[src/rtl/mdu.sv]
// rtl/mdu.sv - iterative 32-iteration multiply/divide unit with HI/LO registers
//
// Ports:
//   clk            rising-edge clock
//   reset          asynchronous active-low reset
//   a, b           operands (rs, rt), captured when start is accepted
//   op             00 mult, 01 multu, 10 div, 11 divu
//   start          request, accepted only while idle
//   hi_we, lo_we   mthi / mtlo write strobes, wdata is the write value
//   busy           an operation is in flight (combinational from state)
//   done           one-cycle pulse, HI/LO hold the new result
//   hi, lo         HI/LO result registers
//
// Build option: define MDU_DIV_EN to compile in the divider datapath.
// Without it, div/divu requests are ignored entirely.

module mdu #(
  parameter int XLEN = 32
) (
  input  logic            clk,
  input  logic            reset,
  input  logic [XLEN-1:0] a,
  input  logic [XLEN-1:0] b,
  input  logic [1:0]      op,
  input  logic            start,
  input  logic            hi_we,
  input  logic            lo_we,
  input  logic [XLEN-1:0] wdata,
  output logic            busy,
  output logic            done,
  output logic [XLEN-1:0] hi,
  output logic [XLEN-1:0] lo
);

  typedef enum logic [1:0] {S_IDLE, S_RUN, S_FIX} state_t;

  state_t      state_q;
  logic [4:0]  cnt_q;
  logic [63:0] acc_q;      // {partial product / remainder, multiplier / dividend-quotient}
  logic [31:0] opnd_q;     // multiplicand or divisor
  logic        res_neg_q;  // negate product / quotient at FIX
  logic        rem_neg_q;  // negate remainder at FIX
  logic [31:0] hi_q, lo_q;
  logic        done_q;

  logic        accept;
  logic        is_signed;
  logic [31:0] abs_a, abs_b;
  logic [63:0] acc_d;
  logic [31:0] fix_hi_d, fix_lo_d;

  // Multiply step: conditional add into the upper half, then shift right.
  logic [32:0] mul_sum;
  logic [63:0] mul_step;

  assign is_signed = ~op[0];
  assign abs_a     = (is_signed && a[31]) ? (~a + 32'd1) : a;
  assign abs_b     = (is_signed && b[31]) ? (~b + 32'd1) : b;

  assign mul_sum   = {1'b0, acc_q[63:32]} + (acc_q[0] ? {1'b0, opnd_q} : 33'd0);
  assign mul_step  = {mul_sum, acc_q[31:1]};

`ifdef MDU_DIV_EN
  logic        is_div_q;
  logic        div_zero_q;
  logic [32:0] div_shift;
  logic [32:0] div_trial;
  logic [63:0] div_step;

  assign accept = start && (state_q == S_IDLE);

  // Restoring divide: shift the next dividend bit into the 33-bit partial
  // remainder and keep the trial difference only if it did not go negative.
  assign div_shift = acc_q[63:31];
  assign div_trial = div_shift - {1'b0, opnd_q};
  assign div_step  = div_trial[32] ? {div_shift[31:0], acc_q[30:0], 1'b0}
                                   : {div_trial[31:0], acc_q[30:0], 1'b1};
  assign acc_d     = is_div_q ? div_step : mul_step;
`else
  assign accept = start && (state_q == S_IDLE) && !op[1];
  assign acc_d  = mul_step;
`endif

  always_comb begin
    fix_hi_d = res_neg_q ? (~acc_q[63:32] + {31'd0, (acc_q[31:0] == 32'd0)}) : acc_q[63:32];
    fix_lo_d = res_neg_q ? (~acc_q[31:0] + 32'd1) : acc_q[31:0];
`ifdef MDU_DIV_EN
    if (is_div_q) begin
      if (div_zero_q) begin
        // opnd_q was loaded with |a| for a zero divisor, so this restores a.
        fix_hi_d = rem_neg_q ? (~opnd_q + 32'd1) : opnd_q;
        fix_lo_d = 32'hFFFF_FFFF;
      end else begin
        fix_hi_d = rem_neg_q ? (~acc_q[63:32] + 32'd1) : acc_q[63:32];
        fix_lo_d = res_neg_q ? (~acc_q[31:0] + 32'd1) : acc_q[31:0];
      end
    end
`endif
  end

  always_ff @(posedge clk or negedge reset) begin
    if (!reset) begin
      state_q    <= S_IDLE;
      cnt_q      <= 5'd0;
      acc_q      <= 64'd0;
      opnd_q     <= 32'd0;
      res_neg_q  <= 1'b0;
      rem_neg_q  <= 1'b0;
      hi_q       <= 32'd0;
      lo_q       <= 32'd0;
      done_q     <= 1'b0;
`ifdef MDU_DIV_EN
      is_div_q   <= 1'b0;
      div_zero_q <= 1'b0;
`endif
    end else begin
      done_q <= 1'b0;
      case (state_q)
        S_IDLE: begin
          if (accept) begin
            state_q   <= S_RUN;
            cnt_q     <= 5'd0;
            res_neg_q <= is_signed && (a[31] ^ b[31]);
            rem_neg_q <= is_signed && a[31];
            acc_q     <= {32'd0, abs_b};
            opnd_q    <= abs_a;
`ifdef MDU_DIV_EN
            is_div_q   <= op[1];
            div_zero_q <= op[1] && (b == 32'd0);
            if (op[1]) begin
              acc_q  <= {32'd0, abs_a};
              opnd_q <= (b == 32'd0) ? abs_a : abs_b;
            end
`endif
          end else if (!start) begin
            if (hi_we) hi_q <= wdata;
            if (lo_we) lo_q <= wdata;
          end
        end
        S_RUN: begin
          acc_q <= acc_d;
          cnt_q <= cnt_q + 5'd1;
          if (cnt_q == 5'd31) state_q <= S_FIX;
        end
        S_FIX: begin
          hi_q    <= fix_hi_d;
          lo_q    <= fix_lo_d;
          done_q  <= 1'b1;
          state_q <= S_IDLE;
        end
        default: state_q <= S_IDLE;
      endcase
    end
  end

  assign busy = (state_q != S_IDLE);
  assign done = done_q;
  assign hi   = hi_q;
  assign lo   = lo_q;

endmodule

[config.mk]
export PLATFORM = sky130hd
export DESIGN_NAME = mdu
export DESIGN_NICKNAME = d
export VERILOG_FILES = /design/src/rtl/mdu.sv
export SDC_FILE = /design/constraint.sdc
export NUM_CORES = 1
export LEC_CHECK = 0
export BUFFER_PORTS_ARGS = -buffer_cell sky130_fd_sc_hd__buf_2
export CAP_MARGIN = 30
export CORE_UTILIZATION = 43
export DETAILED_ROUTE_END_ITERATION = 6
export PLACE_DENSITY = 0.68
export SETUP_SLACK_MARGIN = 0.5
export SYNTH_ARGS = -nofsm -noshare
export SYNTH_HDL_FRONTEND = slang
export SYNTH_SLANG_ARGS = --single-unit
[constraint.sdc]
create_clock -name clk -period 4.3 [get_ports clk]
set_clock_uncertainty 0.1 [all_clocks]
set_input_delay 0.215 -clock clk [delete_from_list [all_inputs] [get_ports clk]]
set_output_delay 0.215 -clock clk [all_outputs]
set_load 0.05 [all_outputs]
==> run metrics <==
worst slew pin tran=approximately 1.1 ns; top cells by area, synth=dfrtp_1, nand2_1, xor2_1; sequential share of the synthesized area=36.9%; Final Hold Vio Count=0; LEAKAGE=0.00595 uW; Antenna Nets Post-Route=0; Placed Area=0.0126 sq mm; FILL cells=2501; final worst-path cycle share=between 80% and 90%; failing checks=DRC; post-CTS setup repair buffer count=0; fin crit period=3.57 ns; vias in the first global route=approximately 9800; crit-path max cell delay=roughly 0.48 ns; max cap viols=0; Routed WL=34.2 mm; DRT Pass-1 Iters=7; Design Area, Final=between 0.01 and 0.015 sq mm; first-pass GRT wire length=between 50 and 60 mm; count leader, synth=nand2_1; core area=roughly 0.026 sq mm; dpl cells=1808; Setup-failing EPs final=0; RSZ-0062 raised after global routing=no; Fmax=280 MHz; Top Ports=~170; Layout Nets=approximately 1700; worst setup path category=reg -> reg; clk sinks=169; Layout Area Growth over Synthesis=17.6%; Power Dens Cells=746 mW/mm^2; top cell type by total area after synthesis=dfrtp_1; Overall Global Routing Usage=25.6%; clk_lat worst skew=0.45 ns; library cells used by synthesis=67; Critical Path RT=4.49 ns; Pins Over Slew Limit=0; CP bufs+invs=0; clock share of power=15.4%; CP dominant cell by count=or3_1; Final GP Congestion=0.897; arrival time worst endpoint=roughly 3.8 ns; CTS tree=done; Post-Syn Nets=around 1500; clock-pin slew on the worst setup and hold paths=0.08 ns; Synth Cell Area=~0.011 sq mm; level count of the clock H-tree=4; syn avg cell area=between 8 and 9 sq um; sequential share of power=32.1%; Starting Density=43.8%; Combinational Power Share=between 50% and 60%; CTS Buf Count=17; cells after synthesis=1373; crit end category=register; layout cell share with drive strength beyond 1=16.0%; FF+latch count, synth=approximately 170; Crit path max-delay family=simple AND/OR/NAND/NOR gates; fin cells=1867; worst hold slack=about 0.0050 ns; Routed WL per cell=18.3 microns; grt total ovfl=0; P_int=4980 uW; switch share=50.5%; Startpoint Class=register; Die Span Y=approximately 170 microns; CP Max Fanout=11; status=complete, but fails checks; Die Footprint=0.0273 sq mm; Slew HR=26.8%; Synth top cells by count=nand2_1, dfrtp_1, nor2_1; Iter 0 DRT Violations=1098; DR vias=between 10000 and 15000; Main synth FF type=dfrtp_1; port bufs=168; worst min-delay path class=in -> reg; top-area cell type share of the netlist area=36.9%; die width=165 microns; DR DRC count=44; largest net degree at the start of global routing=105; Final HPWL DP=around 26 mm; clock root buffer=clkbuf_16; # rows=59; antenna violations before repair=1; Sum Neg Setup Slack=0 ns; EDFF count, synth=0; Critical Path Slowest Stage Cell=or4_1; Peak VDD IR=330 uV; via/cell ratio=5.75; Max Root-Sink Buffers=2; Final Util=51.6%; Ys Warns=0; Async SR Flop Fraction=100%; Switch Pwr=between 5000 and 6000 uW; CP Cell Sequence=or3_1 > or3_1 > or3_1 > nor3_2 > ha_1 > nand2b_1 > o31a_2 > or4_1 > o21ai_1 > xor2_1 > o221ai_1
==> flip-flops by register name, summed over array words and instances, names as in the netlist <==
| register | cells |
|---|---|
| acc_q | 64 |
| hi | 32 |
| lo | 32 |
| opnd_q | 32 |
| cnt_q | 5 |
| state_q | 2 |
| done | 1 |
| res_neg_q | 1 |
==> cells in the final DEF (no fill, tap or decap), drive strengths merged, types with 8 or more instances in the layout <==
cell	netlist	routed
or4	16	16
and3	8	8
o31ai	52	52
nand2	194	194
nor2b	12	12
dlygate4sd3	0	25
a22oi	25	25
and2	38	38
a21oi	85	85
o21bai	9	9
nor2	102	102
xor2	75	75
mux2i	8	8
nand2b	10	10
clkbuf	73	18
buf	11	185
or3	15	15
dfrtp	169	169
nand3	22	22
ha	39	39
o21ai	151	151
xnor2	61	61
or2	11	11
o21a	10	10
o221ai	16	16
o41ai	12	12
nor4	16	16
inv	24	32
nor3	23	23
==> cell families after synthesis <==
| group | after synthesis | share of synthesized area, % |
|---|---|---|
| and+or+nand+nor | 483 | 19.9 |
| AOI/OAI and AO/OA | 427 | 24.0 |
| DFF | 169 | 36.9 |
| xor gates and xnor gates | 136 | 10.4 |
| buffers and inverters | 108 | 3.54 |
| adders and majority gates | 40 | 4.43 |
| muxes | 10 | 0.895 |
==> layer usage <==
layer | part of all wire (%) | track usage, % | up-vias
li1 | - | - | 5251
met1 | 48 | 37.6 | 5028
met2 | 43 | 37.5 | 407
met3 | 6.7 | 3.87 | 53
met4 | 2.8 | 9.72 | 0
met5 | 0 | 0 | -
==> worst register-to-register path, delay by kind of cell (launching register included) <==
family                     cells  cell delay, ns
adders and majority gates      1            0.20
xor gates and xnor gates       1            0.16
and+or+nand+nor                6            1.86
AOI/OAI and AO/OA              3            0.66
DFF                            1            0.44
==> power by group through the flow <==
stage               Sequential [uW]  Clock (uW)  Combinational, uW
floorplan                      3900           0               3010
global placement               3200           0               5140
detailed placement             3230           0               5220
CTS                            3200        1570               5260
global route                   3330        1630               5820
finish                         3230        1550               5280
==> area by class of cell <==
cell class / instances / area, sq um / share of cell area (%)
clock inverter: 14 / 148 / 1.10
timing repair buffer: 210 / 1270 / 9.42
sequential: 169 / 4230 / 31.4
multi-input combinational: 1096 / 6880 / 51.0
antenna: 1 / 2.50 / 0.0186
inverter: 24 / 90.1 / 0.668
clock buffer: 18 / 439 / 3.26
tap: 335 / 419 / 3.11
==> what timing repair did <==
| action | in CTS | in global routing |
|---|---|---|
| setup endpoints to repair | 0 | 2 |
| endpoints found under the hold margin | 130 | 0 |
| gates resized for setup | 0 | 3 |
| hold buffers | 25 | 0 |
==> path summary, 6_finish.rpt <==
path	cells after the start	from	slack, ns	end
max	11	acc_q[24]$_DFFE_PN0P_	0.73	hi[28]$_DFFE_PN0P_
min in group asynchronous	2	reset	0.01	done$_DFF_PN0_
max in group asynchronous	4	reset	3.02	opnd_q[15]$_DFFE_PN0P_
max reg2reg	11	acc_q[24]$_DFFE_PN0P_	0.73	hi[28]$_DFFE_PN0P_
min	3	b[22]	0.005	acc_q[22]$_DFFE_PN0P_
min reg2reg	2	hi[11]$_DFFE_PN0P_	0.38	hi[11]$_DFFE_PN0P_
==> metrics by stage <==
step | worst slack [ns] | total power (uW)
after detailed placement | 0.605 | 8450
after CTS | 0.617 | 10000
final | 0.728 | 10100
after global routing | 0.522 | 10800
after floorplan | 0.946 | 6910
after global placement | 0.666 | 8340
Power figures use the tool's default switching activity.
